==> config.mk <==
export PLATFORM = sky130hd
export DESIGN_NAME = espectro_rx_flat
export DESIGN_NICKNAME = d
export VERILOG_FILES = /design/src/rtl/espectro_rx_if.sv /design/src/rtl/espectro_rx.sv /design/src/flat_wrapper.sv
export SDC_FILE = /design/constraint.sdc
export NUM_CORES = 1
export LEC_CHECK = 0
export ABC_AREA = 1
export BUFFER_PORTS_ARGS = -buffer_cell sky130_fd_sc_hd__buf_4
export CORE_MARGIN = 4
export CORE_UTILIZATION = 35
export DETAILED_ROUTE_END_ITERATION = 12
export GPL_ROUTABILITY_DRIVEN = 0
export SLEW_MARGIN = 20
export SYNTH_ARGS = -nofsm -noshare
export SYNTH_HDL_FRONTEND = slang
export SYNTH_SLANG_ARGS = --single-unit
==> constraint.sdc <==
create_clock -name clk50 -period 2.4 [get_ports clk50]
set_clock_uncertainty 0.1 [all_clocks]
set_input_delay 0.24 -clock clk50 [delete_from_list [all_inputs] [get_ports clk50]]
set_output_delay 0.24 -clock clk50 [all_outputs]
set_load 0.005 [all_outputs]
==> src/rtl/espectro_rx_if.sv <==
`default_nettype none
// ============================================================================
// Module  : espectro_rx_if
// Brief   : Run control, serial line and status bundle of the tone-link receiver.
// Rev     : 1.0  initial release
// ============================================================================
interface espectro_rx_if;
   logic        enable;
   logic [31:0] fr;
   logic        din;
   logic        bit_strobe;
   logic        match;
   logic        locked;
   logic [15:0] match_count;

   modport master (
      output enable, fr, din,
      input  bit_strobe, match, locked, match_count
   );

   modport slave (
      input  enable, fr, din,
      output bit_strobe, match, locked, match_count
   );
endinterface
`default_nettype wire

==> src/rtl/espectro_rx.sv <==
`default_nettype none
// ============================================================================
// Module  : espectro_rx
// Brief   : Serial pattern detector / frame-lock receiver for the espectro link.
// Rev     : 1.0  initial release
// ============================================================================
module espectro_rx #(
   parameter int                 PAT_LEN  = 49,
   parameter logic [PAT_LEN-1:0] PATTERN  = 49'b0101101111111111111101101010010000000000000100010,
   parameter int                 MISS_MAX = 2
) (
   input  logic         clk50,
   input  logic         rst,
   espectro_rx_if.slave rx_if
);

   localparam int                c_MW       = $clog2(MISS_MAX + 1);
   localparam logic [5:0]        c_PL       = 6'(PAT_LEN);
   localparam logic [5:0]        c_LAST     = 6'(PAT_LEN - 1);
   localparam logic [c_MW-1:0]   c_MISS_LIM = c_MW'(MISS_MAX);

   localparam logic [0:0] S_HUNT   = 1'b0;
   localparam logic [0:0] S_LOCKED = 1'b1;

   logic                r_sync1;
   logic                r_din_s;
   logic                r_din_q;
   logic [31:0]         r_hcnt;
   logic                r_phase;
   logic [PAT_LEN-2:0]  r_sreg;
   logic [5:0]          r_vcnt;
   logic [5:0]          r_bidx;
   logic [c_MW-1:0]     r_miss;
   logic [0:0]          r_state;
   logic                r_bit_strobe;
   logic                r_match;
   logic [15:0]         r_match_count;

   logic                w_edge;
   logic                w_hit;
   logic                w_sample;
   logic [PAT_LEN-1:0]  w_window;
   logic [5:0]          w_vcnt_nxt;
   logic                w_pat_eq;
   logic [c_MW-1:0]     w_miss_nxt;

   assign w_edge     = r_din_s ^ r_din_q;
   assign w_hit      = (r_hcnt >= rx_if.fr);
   assign w_sample   = ~r_phase & w_hit & ~w_edge;
   // The oldest bit is never stored: the window is the 48-bit history plus the bit being sampled.
   assign w_window   = {r_sreg, r_din_s};
   assign w_vcnt_nxt = (r_vcnt == c_PL) ? r_vcnt : r_vcnt + 6'd1;
   assign w_pat_eq   = (w_window == PATTERN);
   assign w_miss_nxt = r_miss + c_MW'(1);

   always_ff @(posedge clk50) begin
      if (rst) begin
         r_sync1 <= 1'b0;
         r_din_s <= 1'b0;
         r_din_q <= 1'b0;
      end else begin
         r_sync1 <= rx_if.din;
         r_din_s <= r_sync1;
         r_din_q <= r_din_s;
      end
   end

   always_ff @(posedge clk50) begin
      if (rst) begin
         r_hcnt        <= 32'd0;
         r_phase       <= 1'b0;
         r_sreg        <= '0;
         r_vcnt        <= 6'd0;
         r_bidx        <= 6'd0;
         r_miss        <= '0;
         r_state       <= S_HUNT;
         r_bit_strobe  <= 1'b0;
         r_match       <= 1'b0;
         r_match_count <= 16'd0;
      end else begin
         if (r_match && (r_match_count != 16'hFFFF))
            r_match_count <= r_match_count + 16'd1;

         if (!rx_if.enable) begin
            r_hcnt       <= 32'd0;
            r_phase      <= 1'b0;
            r_sreg       <= '0;
            r_vcnt       <= 6'd0;
            r_bidx       <= 6'd0;
            r_miss       <= '0;
            r_state      <= S_HUNT;
            r_bit_strobe <= 1'b0;
            r_match      <= 1'b0;
         end else begin
            r_bit_strobe <= w_sample;
            r_match      <= 1'b0;

            // Resync on an edge beats both the wrap and a coincident sample point.
            if (w_edge) begin
               r_hcnt  <= 32'd0;
               r_phase <= 1'b0;
            end else if (w_hit) begin
               r_hcnt  <= 32'd0;
               r_phase <= ~r_phase;
            end else begin
               r_hcnt  <= r_hcnt + 32'd1;
            end

            if (w_sample) begin
               r_sreg <= w_window[PAT_LEN-2:0];
               r_vcnt <= w_vcnt_nxt;
               if (r_state == S_HUNT) begin
                  if ((w_vcnt_nxt == c_PL) && w_pat_eq) begin
                     r_match <= 1'b1;
                     r_bidx  <= 6'd0;
                     r_miss  <= '0;
                     r_state <= S_LOCKED;
                  end
               end else if (r_bidx == c_LAST) begin
                  r_bidx <= 6'd0;
                  if (w_pat_eq) begin
                     r_match <= 1'b1;
                     r_miss  <= '0;
                  end else if (w_miss_nxt >= c_MISS_LIM) begin
                     // Forget history so relock needs a whole fresh frame.
                     r_miss  <= '0;
                     r_vcnt  <= 6'd0;
                     r_state <= S_HUNT;
                  end else begin
                     r_miss  <= w_miss_nxt;
                  end
               end else begin
                  r_bidx <= r_bidx + 6'd1;
               end
            end
         end
      end
   end

   assign rx_if.bit_strobe  = r_bit_strobe;
   assign rx_if.match       = r_match;
   assign rx_if.locked      = (r_state == S_LOCKED);
   assign rx_if.match_count = r_match_count;

endmodule
`default_nettype wire
==> src/flat_wrapper.sv <==
// flat-port wrapper written by rule: the top's interface ports become plain ports
module espectro_rx_flat 
#(
   parameter int                 PAT_LEN  = 49,
   parameter logic [PAT_LEN-1:0] PATTERN  = 49'b0101101111111111111101101010010000000000000100010,
   parameter int                 MISS_MAX = 2
)
  (clk50, rst, rx_if_enable, rx_if_fr, rx_if_din, rx_if_bit_strobe, rx_if_match, rx_if_locked, rx_if_match_count);
  espectro_rx_if rx_if_i ();
  input  logic clk50;
  input  logic rst;
  input wire logic [$bits(rx_if_i.enable)-1:0] rx_if_enable;
  input wire logic [$bits(rx_if_i.fr)-1:0] rx_if_fr;
  input wire logic [$bits(rx_if_i.din)-1:0] rx_if_din;
  output wire logic [$bits(rx_if_i.bit_strobe)-1:0] rx_if_bit_strobe;
  output wire logic [$bits(rx_if_i.match)-1:0] rx_if_match;
  output wire logic [$bits(rx_if_i.locked)-1:0] rx_if_locked;
  output wire logic [$bits(rx_if_i.match_count)-1:0] rx_if_match_count;
  assign rx_if_i.enable = rx_if_enable;
  assign rx_if_i.fr = rx_if_fr;
  assign rx_if_i.din = rx_if_din;
  assign rx_if_bit_strobe = rx_if_i.bit_strobe;
  assign rx_if_match = rx_if_i.match;
  assign rx_if_locked = rx_if_i.locked;
  assign rx_if_match_count = rx_if_i.match_count;
  espectro_rx #(.PAT_LEN(PAT_LEN), .PATTERN(PATTERN), .MISS_MAX(MISS_MAX)) u_core (.clk50(clk50), .rst(rst), .rx_if(rx_if_i));
endmodule
== Word level (Yosys, flattened, before mapping) ==
Index checks and enable logic that the tools add are counted.

* Input bits: 36
* Logic and storage cells: 63
* Bits in registers: 117

* $add $sub $neg: 5
* Bitwise logic cells: 7
* Equal/unequal tests: 6
* Order comparisons: 2
* Muxes and demuxes: 21
* Reduce and logical (&&, ||, !) cells: 9

{| class="wikitable"
|+ Operators by type and width
! kind !! count
|-
| $eq 49x48->1 const B || 1
|-
| $mux 6 || 8
|-
| $add 32x1->32 const B || 1
|-
| $ge 32x32->1 || 1
|-
| $eq 6x6->1 const B || 3
|-
| $add 16x1->16 const B || 1
|-
| $ne 16x16->1 const B || 1
|-
| $add 6x1->6 const B || 2
|-
| $mux 2 || 5
|-
| $mux 1 || 8
|-
| $reduce_or 3->1 || 2
|-
| $not 1->1 || 4
|-
| $reduce_or 4->1 || 1
|-
| $reduce_and 3->1 || 1
|-
| $add 2x1->2 const B || 1
|-
| $and 1x1->1 || 2
|-
| $ge 2x2->1 const B || 1
|-
| $logic_and 1x1->1 || 2
|-
| $ne 2x2->1 const B || 1
|-
| $reduce_and 2->1 || 1
|-
| $reduce_bool 2->1 || 1
|-
| $reduce_or 2->1 || 1
|-
| $xor 1x1->1 || 1
|}

== Logic depth before layout (Yosys ltp) ==
Gate-level depths: netlist (run 1).

* Word-level depth: 6
* Mapped depth: 17

== Least setup slack after synthesis (run 1) ==
OpenSTA, ideal clock, no wires.

* Kind: flip-flop to flip-flop
* Start point: register u_core.r_hcnt[14]
* End point: register u_core.r_sreg[10]
* Buffers on the path: 1
* Data required time: 2.184 ns
* Setup slack: 0.488 ns
* Cell stages (with the launch flop): 14
* Period minus slack after synthesis: 1.912 ns
* Setup time: 0.116 ns
* Data arrival time: 1.696 ns
* Cell sequence: dfxtp_1 ha_1 nand2_1 nor2_1 nand2_1 nor2_1 nor2_1 nand2_1 nand2_2 nand2_2 nand2_2 buf_2 o21ai_0 nor2_1

* Cells in the longest elaborated chain, start to end: 3

{| class="wikitable"
|+ RTL lines
! item !! line !! text
|-
| from (decl) || espectro_rx.sv:28 || <nowiki>logic [31:0] r_hcnt;</nowiki>
|-
| from (signal assigned) || espectro_rx.sv:106 || <nowiki>r_hcnt <= r_hcnt + 32'd1;</nowiki>
|-
| $ge 32x32->1 || espectro_rx.sv:48 || <nowiki>assign w_hit = (r_hcnt >= rx_if.fr);</nowiki>
|-
| $and 1x1->1 (2 in a row) || espectro_rx.sv:49 || <nowiki>assign w_sample = ~r_phase & w_hit & ~w_edge;</nowiki>
|-
| to (signal assigned) || espectro_rx.sv:110 || <nowiki>r_sreg <= w_window[PAT_LEN-2:0];</nowiki>
|-
| to (decl) || espectro_rx.sv:30 || <nowiki>logic [PAT_LEN-2:0] r_sreg;</nowiki>
|}

Every way passes these cells.
A chain may end at the register's enable or synchronous reset.

== Final worst setup path (run 1) ==
* Start point: register u_core.r_hcnt[7]
* End point: register u_core.r_sreg[21]

The elaborated chain is that of the path after synthesis.

==> results by group, run 1 <==
Setup path
  • FF-to-FF Start: u_core.r_hcnt[7]
  • R2R Setup Slk: between 200 and 250 ps
  • R2R cell count: 13
  • R2r endpoint: u_core.r_sreg[21]
  • CP max stage cell: dfxtp_1
  • Worst-path maximum fanout: 19
  • Startpoint Class: flip-flop
  • CP dominant cell by count: nor2_1
  • Critical path arrival: around 2400 ps
  • CP Class: reg2reg
  • Endpoint type of the worst setup path: flip-flop
  • WP data required: approximately 2600 ps
  • CP Cell Sequence: ha_1, nand2_1, nor2_1, nand2_1, nor2_1, nor2_1, nand2_1, nand2_2, nand2_4, nand2_4, clkbuf_16, o21ai_0, nor2_1
  • Max incr delay on CP: roughly 340 ps
  • CP bufs+invs: 1
  • Cell family with most CP delay: simple AND/OR/NAND/NOR gates

Global route
  • Initial antenna violation count: 0
  • First-pass GRT wire length: approximately 23 mm
  • Overall routing resource usage: ~14%
  • Number of global-route vias before repair: between 5k and 6k
  • Largest net degree at the start of global routing: between 50 and 60
  • Total congestion overflow: 0

Timing
  • Post-layout min period: ~2200 ps
  • RSZ-0062 raised after global routing: no
  • Worst slew margin: 64.52%
  • Tightest Pin Transition: ~530 ps
  • Endpoints failing setup: 0
  • Final hold vios: 0
  • Final Max Slew Viols: 0
  • Setup TNS: 0 ps
  • Final worst-path cycle share: roughly 90%
  • Max Clock Freq: roughly 460 MHz

Hold path
  • Hold path depth: 3
  • Hold_sp: rx_if_enable
  • Hold path endpoint: u_core.rx_if.locked
  • Hold Path Class: in2reg

Floorplanning
  • Die Area: slightly above 0.02 sq mm
  • I/O pin count: 55
  • Core box area: about 0.018 sq mm
  • Row cnt: 49
  • Die X: 143 microns
  • Die H: ~140 microns
  • Initial core utilization: a little over a third

Route
  • DRC Markers: 0
  • DRT Wirelength: 13.69 mm
  • Drt pass-1 iters: 5
  • Vias: about 5.6k
  • WL/cell: 11.03 microns
  • ANT nets after route: 0
  • Iteration-0 DRC Markers: about 230
  • Vias per cell: around 4.5

CTS
  • Clock latency on the worst-skew pair: 410 ps
  • Post-CTS Repair Setup Buffers: 0
  • CTS buffer count: 17
  • Root buf cell: clkbuf_16
  • Longest Clk Path Bufs: 2
  • H-tree level count: 4
  • Clock Pin Slew Worst Setup and Hold Paths: ~60 ps
  • CTS tree: done
  • Clock tree sinks: 117

Final layout
  • Share of layout cells above drive strength 1: 13.74%
  • # diodes: 0
  • Fin nets: about 1.1k
  • Finished Core Util: ~43%
  • Area grow syn2layout: 21.34%

Power
  • PD cells: 586.3 mW/mm^2
  • LEAKAGE: around 0.0032 uW
  • Final total power: 4538 uW
  • Worst IR Drop VDD: about 0.00052 V

Placement
  • PortBufs: 54
  • Post-DP HPWL: 9.921 mm

Yosys
  • EDFF count, synth: 0
  • Sequential fraction of the synthesis area: between 30% and 40%
  • Netlist Area Pre-Place: approximately 0.0064 sq mm
  • Cells after synthesis: 930
  • Async S/R FF share, synth: 0%
  • Synth unique cells: 40
  • Most used DFF post-synth: dfxtp_1
  • Syn_area_per_cell: a little under 7 sq um
  • #FFs+latches synth: ~120
  • Synth warnings: 0
  • Post-Syn Nets: between 1k and 1.5k

Outcome
  • Status: finished clean

Run
  • Max-cap viol count: 0
-- flip-flops by register name, summed over array words and instances, names as in the netlist, 2 cells and up --
register                  flops
u_core.r_miss                 2
u_core.rx_if.match_count     16
u_core.r_bidx                 6
u_core.r_sreg                48
u_core.r_vcnt                 6
u_core.r_hcnt                32
-- per-stage QoR --
| step | worst slack, ps | hold WS (ps) | instances | area (sq um) |
|---|---|---|---|---|
| floorplan | 488.3 | 247.0 | 930 | 6379 |
| finish | 214.3 | 174.6 | 1241 | 7740 |
| global route | 3.798 | 189.1 | 1241 | 7740 |
| CTS | 107.9 | 168.3 | 1240 | 7691 |
| global placement | 176.1 | 295.6 | 1205 | 7089 |
| detailed placement | 125.4 | 307.2 | 1205 | 7089 |
-- where the power goes --
| part | switching, uW | total (uW) | internal [uW] |
|---|---|---|---|
| clock network | 914 | 2420 | 1500 |
| logic | 90.2 | 171 | 80.3 |
| registers | 2.76 | 1950 | 1950 |
-- final cells by class --
type | count | area [sq um]
fillers | 1855 | 10220
flip-flops and latches | 117 | 2342
inverters | 141 | 529.3
clock inverters | 11 | 101.3
clock buffers | 21 | 470.5
well taps | 229 | 286.5
multi-input cells | 649 | 3388
repair buffers | 73 | 621.8
-- worst reg2reg max path, stage by stage (launching register included) --
cell       delay [ps]
dfxtp_1           340
ha_1              300
nand2_1            70
nor2_1            130
nand2_1           100
nor2_1            100
nor2_1             50
nand2_1            80
nand2_2           110
nand2_4           120
nand2_4           100
clkbuf_16         220
o21ai_0           160
nor2_1             60
-- worst max-delay path by stage --
stage / start / to / cells past startpoint / slack, ps
after floorplan: u_core.r_hcnt[14] / u_core.r_sreg[10] / 13 / 490
final: u_core.r_hcnt[7] / u_core.r_sreg[21] / 13 / 210
after global placement: u_core.r_hcnt[7] / u_core.r_miss[0] / 14 / 180
after CTS: u_core.r_hcnt[7] / u_core.r_miss[0] / 14 / 110
after global routing: u_core.r_hcnt[7] / u_core.r_sreg[18] / 13 / 4
after detailed placement: rx_if_fr[7] / u_core.r_miss[0] / 16 / 130
-- cells in the mapped netlist, types with 3 or more instances --
cell type,count,area [sq um]
buf_6,4,45.04
nand3_2,5,50.05
dfxtp_1,117,2342
o21ai_0,55,275.3
or2_2,3,18.77
ha_1,39,488.0
a21oi_1,34,170.2
xor2_1,9,78.83
nor2_1,187,701.9
nand2_2,9,56.30
clkbuf_1,7,26.28
xnor2_1,3,26.28
o21ai_1,14,70.07
nor3b_1,8,60.06
nand3_1,44,220.2
nor2_2,5,31.28
inv_1,139,521.8
nand4_1,18,112.6
nor2_4,5,56.30
buf_2,12,60.06
nor4_1,4,25.02
nor3_1,26,130.1
nand2_1,157,589.3
-- metal layers --
| layer | up-vias | GRT usage (%) | wire length (microns) |
|---|---|---|---|
| li1 | 3100 | - | - |
| met1 | 2437 | 18.50 | 6784 |
| met3 | 17 | 3.918 | 596 |
| met2 | 88 | 21.86 | 6128 |
| met4 | 0 | 4.752 | 182 |
| met5 | - | 0 | 0 |
-- cells in the final DEF (no fill, tap or decap), drive strengths merged, types with 22 or more instances in the layout --
master    n
inv     142
nand2   167
ha       39
nor3     27
nor2    197
buf      69
nand3    49
dfxtp   117
a21oi    36
o21ai    69
clkbuf   22
-- logic make-up (layout without fill, tap and decap cells) --
kind of cell | Yosys count | in the layout | synth area share (%)
adder cells (fa/ha/maj) | 39 | 39 | 7.650
flip-flops | 117 | 117 | 36.72
XOR/XNOR | 12 | 12 | 1.648
AO/OA/AOI/OAI | 114 | 114 | 9.710
AND/OR/NAND/NOR | 484 | 484 | 33.91
buffers and inverters | 164 | 246 | 10.36
-- timing repair --
item | 4_1_cts | 5_1_grt
setup endpoints to repair | 0 | 45
resized for setup | 0 | 11
hold buffers | 3 | 0
endpoints found under the hold margin | 9 | 0
(Power assumes the default switching activity.)
==> run 2, diff against run 1 <==
- clock period: 2.4 -> 2.1 ns (I/O delays scaled with it)
==> run 2 against run 1 <==
  * Critical path depth shrank 4
  * Sequential share of layout area down 2.7 points
  * Register-to-register slack worse by 200 ps
  * Critical endpoint is now u_core.r_hcnt[25]
  * Final cell count increased by 3.4%
  * Power increased by 20%
  * Via count rose by 5.4%
  * Largest power group unchanged
  * Highest routed layer unchanged
  * Core utilization grew 4.8 points
  * Wire length grew 10%
  * Sequential cell count stayed put
==> results by group, run 2 (synthesis gave the netlist of run 1 again) <==
CTS
  • CTS buffer count: 17
  • Clock latency on the worst-skew pair: 410 ps
  • Longest Clk Path Bufs: 2
  • Clock tree sinks: around 120
  • Root buf cell: clkbuf_16
  • Clock Pin Slew Worst Setup and Hold Paths: roughly 50 ps
  • CTS tree: done
  • H-tree level count: 4

Setup path
  • Worst-path maximum fanout: 7
  • Endpoint type of the worst setup path: flip-flop
  • WP data required: between 2000 and 2500 ps
  • Startpoint Class: flip-flop
  • Max incr delay on CP: around 370 ps
  • FF-to-FF Start: u_core.r_hcnt[23]
  • R2R Setup Slk: about 11 ps
  • CP Cell Sequence: ha_4, a21oi_1, o21a_1, nand2_2, a21oi_4, nand4_1, buf_6, buf_8, nor3b_4
  • Critical path arrival: around 2300 ps
  • Cell family with most CP delay: compound AO/OA/AOI/OAI gates
  • R2R cell count: 9
  • CP max stage cell: dfxtp_1
  • CP bufs+invs: 2
  • R2r endpoint: u_core.r_hcnt[25]
  • CP Class: reg2reg

Timing
  • RSZ-0062 raised after global routing: yes
  • Max Clock Freq: about 480 MHz
  • Final hold vios: 0
  • Final worst slack: ~11 ps
  • Final Max Slew Viols: 0
  • Final worst-path cycle share: 99.45%
  • Endpoints failing setup: 0
  • Tightest Pin Transition: 466.0 ps
  • Post-layout min period: roughly 2100 ps
  • Worst slew margin: 68.65%

Route
  • DRT Wirelength: around 15 mm
  • Vias: between 5k and 6k
  • WL/cell: ~12 microns
  • Drt pass-1 iters: 5
  • Vias per cell: roughly 4.6
  • DRC Markers: 0
  • Iteration-0 DRC Markers: ~260
  • ANT nets after route: 0

Global route
  • Overall routing resource usage: roughly 14%
  • Total congestion overflow: 0
  • Initial antenna violation count: 0
  • Number of global-route vias before repair: ~5.3k
  • Largest net degree at the start of global routing: 34
  • First-pass GRT wire length: around 24 mm

Placement
  • Placement Setup Slack: -25.52 ps
  • Post-DP HPWL: a little over 10 mm
  • PortBufs: 54
  • Post-Place Cells: 1,238

Power
  • PD cells: 630.7 mW/mm^2
  • LEAKAGE: roughly 0.0035 uW
  • Worst IR Drop VDD: 0.0006225 V

Floorplanning
  • Die Area: about 0.02 sq mm
  • Row cnt: 49
  • Die H: about 140 microns
  • Core box area: approximately 0.018 sq mm
  • Die X: around 140 microns
  • I/O pin count: 55
  • Initial core utilization: approximately 36%

Hold path
  • Hold Path Class: in2reg
  • Hold_sp: rx_if_enable
  • Hold path endpoint: u_core.r_vcnt[0]
  • Hold path depth: 3

Outcome
  • Status: finished clean

Final layout
  • Layout Cells excl Fill: 1,283
  • Share of layout cells above drive strength 1: between 20 and 25%
  • Commonest cells after routing, fill and taps aside: 178 x nor2_1, 147 x nand2_1, 138 x inv_1
  • Max reg flops: 48
  • Fin nets: ~1.1k
  • Finished Core Util: about 48%
  • Top reg by flops: u_core.r_sreg
  • Area grow syn2layout: 34.94%
  • # diodes: 0
  • Commonest non-fill, non-tap cell in the layout: nor2_1

Run
  • Max-cap viol count: 0
[run 2: where the power goes]
part | internal, uW | switching [uW]
clock network | 1940 | 986
logic | 131 | 139
registers | 2230 | 2.47
total | 4300 | 1130
[run 2: worst max-delay path by stage]
stage / from / to / slack [ps] / cells past startpoint
floorplan: u_core.r_hcnt[14] / u_core.r_sreg[10] / 190 / 13
global placement: rx_if_fr[7] / u_core.r_vcnt[0] / 10 / 15
detailed placement: rx_if_fr[7] / u_core.r_sreg[3] / -30 / 14
CTS: u_core.r_hcnt[15] / u_core.r_vcnt[0] / 3 / 13
global route: u_core.r_hcnt[3] / u_core.r_hcnt[25] / -80 / 14
finish: u_core.r_hcnt[23] / u_core.r_hcnt[25] / 10 / 9
[run 2: routing by layer]
layer | GRT usage, % | vias to the layer above | wire length (microns)
li1 | - | 3187 | -
met1 | 17.91 | 2663 | 7229
met2 | 23.00 | 75 | 7136
met3 | 3.382 | 20 | 498
met4 | 5.453 | 0 | 257
met5 | 0 | - | 0
[run 2: repair_timing]
action                                 4_1_cts  5_1_grt
endpoints found under the hold margin        9        0
hold buffers                                 3        0
gates cloned                                 0        6
pin swaps                                    1       24
setup buffers                                2        3
setup endpoints to repair                   10       89
gates resized for setup                      1       97
[run 2: cell type report]
| cell class | instances | area, sq um |
|---|---|---|
| clock inverter | 9 | 126.4 |
| tap | 229 | 286.5 |
| inverter | 141 | 529.3 |
| timing repair buffer | 116 | 1036 |
| clock buffer | 22 | 474.2 |
| fill | 1783 | 9356 |
| multi-input combinational | 649 | 3785 |
| sequential | 117 | 2370 |
[run 2: per-stage QoR]
| step | hold WS, ps | total power (uW) | TNS (ps) | cell area (sq um) |
|---|---|---|---|---|
| floorplan | 217.0 | 2383 | 0 | 6379 |
| global placement | 302.6 | 2471 | 0 | 7337 |
| detailed placement | 298.2 | 2475 | -108.2 | 7337 |
| CTS | 164.4 | 5438 | 0 | 7985 |
| global route | 167.9 | 5639 | -1023 | 8607 |
| finish | 149.4 | 5428 | 0 | 8607 |
[run 2: worst register-to-register path, stage by stage, from the launching register on]
cell	delay, ps
dfxtp_1	370
ha_4	220
a21oi_1	140
o21a_1	160
nand2_2	90
a21oi_4	220
nand4_1	190
buf_6	190
buf_8	140
nor3b_4	200
==> run 3, diff against run 2 <==
- CORE_UTILIZATION: 35 -> 59
- GPL_TIMING_DRIVEN: default -> 0
- PLACE_DENSITY: default -> 0.79
==> run 3 against run 2 <==
  * The flow now finishes with violations (negative setup slack)
  * Clock power increased by 5%
  * Critical path depth increased by 5
  * Clock-buffer cell count decreased by 4
  * Power rose by 2.1%
  * Wire length grew 9.0%
  * Via count up 5.9%
  * Maximum frequency fell by 3.5%
  * Setup slack worse by 76 ps
  * Register-to-register slack worse by 80 ps
  * Core utilization rose by 33 points
  * Design area shrank 2.2%
  * Sequential cell count stayed put
==> results by group, run 3 (synthesis gave the netlist of run 1 again) <==
Final layout
  • Top reg by flops: u_core.r_sreg
  • Share of layout cells above drive strength 1: between 20% and 30%
  • Commonest cells after routing, fill and taps aside: 174 x nor2_1, 144 x nand2_1, 136 x inv_1
  • Area grow syn2layout: 31.95%
  • Layout Cells excl Fill: between 1k and 1.5k
  • Commonest non-fill, non-tap cell in the layout: nor2_1
  • Fin nets: 1,102
  • Max reg flops: 48
  • # diodes: 0
  • Filler cells: around 670

Power
  • Worst IR Drop VDD: 0.0006636 V
  • PD cells: ~660 mW/mm^2
  • LEAKAGE: between 0.003 and 0.004 uW

Global route
  • First-pass GRT wire length: 25.88 mm
  • Largest net degree at the start of global routing: 17
  • Global route hottest layer: met2
  • Number of global-route vias before repair: between 5k and 6k
  • Total congestion overflow: 0
  • M3 GR Usage: under 10%
  • Initial antenna violation count: 0
  • Met2 Usage GRT: between 40% and 50%
  • Met1 Track Usage GR: between 30% and 40%
  • Overall routing resource usage: about a quarter

Timing
  • Post-layout min period: approximately 2200 ps
  • Final Max Slew Viols: 0
  • Tightest Pin Transition: 661.4 ps
  • Final hold vios: 0
  • Final worst slack: -64.96 ps
  • Hold Slack: between 300 and 400 ps
  • RSZ-0062 raised after global routing: yes
  • Final worst-path cycle share: 103.1%
  • Max Clock Freq: about 460 MHz
  • Worst slew margin: a little under three fifths
  • Setup TNS: -714.9 ps
  • Endpoints failing setup: 31

Floorplanning
  • Die X: ~110 microns
  • Row cnt: 37
  • Die Area: 0.01254 sq mm
  • Core box area: between 0.01 and 0.015 sq mm
  • Initial core utilization: between 60% and 70%
  • I/O pin count: between 50 and 60
  • Die H: between 100 and 150 microns

Outcome
  • Failing checks: negative setup slack
  • Status: finished with violations

Hold path
  • Hold Path Class: reg2reg

Setup path
  • Endpoint type of the worst setup path: flip-flop
  • Worst-path maximum fanout: 8
  • WP data required: between 2000 and 2500 ps
  • CP Class: reg2reg
  • Startpoint Class: flip-flop
  • Critical path arrival: roughly 2500 ps

Placement
  • Post-Place Cells: 1,119
  • Placement Setup Slack: -236.8 ps
  • PortBufs: 53
  • Post-DP HPWL: between 9 and 10 mm

CTS
  • Longest Clk Path Bufs: 2
  • Clock latency on the worst-skew pair: ~530 ps
  • CTS tree: done
  • Root buf cell: clkbuf_8
  • Clock tree sinks: between 100 and 150
  • Clock Pin Slew Worst Setup and Hold Paths: 60 ps
  • CTS buffer count: 17
  • H-tree level count: 4

Route
  • DRC Markers: 0
  • ANT nets after route: 0
  • Drt pass-1 iters: 5
  • DRT Wirelength: approximately 16 mm
  • Iteration-0 DRC Markers: 471
  • Vias: 6,296
  • Vias per cell: approximately 5.4
  • WL/cell: roughly 14 microns

Run
  • Max-cap viol count: 0
[run 3: repair_timing]
item | in CTS | in global routing
setup endpoints to repair | 93 | 100
hold buffers | 4 | 0
gates cloned | 3 | 2
hold endpoints to repair | 13 | 0
buffers inserted | 14 | 2
pin swaps | 18 | 30
resized for setup | 72 | 79
[run 3: layer usage]
| layer | part of all wire (%) | routed length [microns] |
|---|---|---|
| met1 | 41 | 6788 |
| met2 | 50 | 8300 |
| met3 | 5.7 | 944 |
| met4 | 2.8 | 454 |
| met5 | 0 | 0 |
[run 3: worst max-delay path, stage by stage, from the launching register on]
cell     delay [ps]
dfxtp_2         340
ha_1            290
nand2_2          60
nor2_4          140
nand2_2          80
nor2_2          120
nor2_2           50
nand2_2         110
nand2_4          80
a21oi_4         220
buf_12          190
buf_6           120
nand3_2          50
nand2_1          60
nor2_1           40
[run 3: path summary, 6_finish.rpt]
check	start	to	slack (ps)	cells after the start
setup / recovery	u_core.r_hcnt[12]	u_core.r_bidx[2]	-60	14
hold / removal	u_core.r_sync1	u_core.r_din_s	330	2
setup reg to reg	u_core.r_hcnt[12]	u_core.r_bidx[2]	-60	14
hold reg to reg	u_core.r_sync1	u_core.r_din_s	330	2
[run 3: final cells by class]
class	instances	area (sq um)	share of cell area, %
Multi-Input combinational cell	649	3794	45.07
Sequential cell	117	2410	28.63
Timing Repair Buffer	78	685.7	8.146
Inverter	141	529.3	6.288
Clock buffer	18	427.9	5.084
Clock inverter	14	200.2	2.378
Buffer	23	200.2	2.378
Tap cell	136	170.2	2.022
[run 3: where the power goes]
group	internal [uW]	total [uW]	switching, uW
Combinational	115	250	135
Clock	1970	3080	1110
Sequential	2210	2210	3.04
Total	4290	5540	1250
[run 3: metrics by stage]
step | total power (uW) | cell area, sq um | util, %
detailed placement | 2462 | 6947 | 66.69
floorplan | 2383 | 6379 | -
CTS | 5541 | 8046 | 77.25
finish | 5544 | 8417 | 80.80
global route | 5705 | 8417 | 80.80
global placement | 2459 | 6947 | 66.69
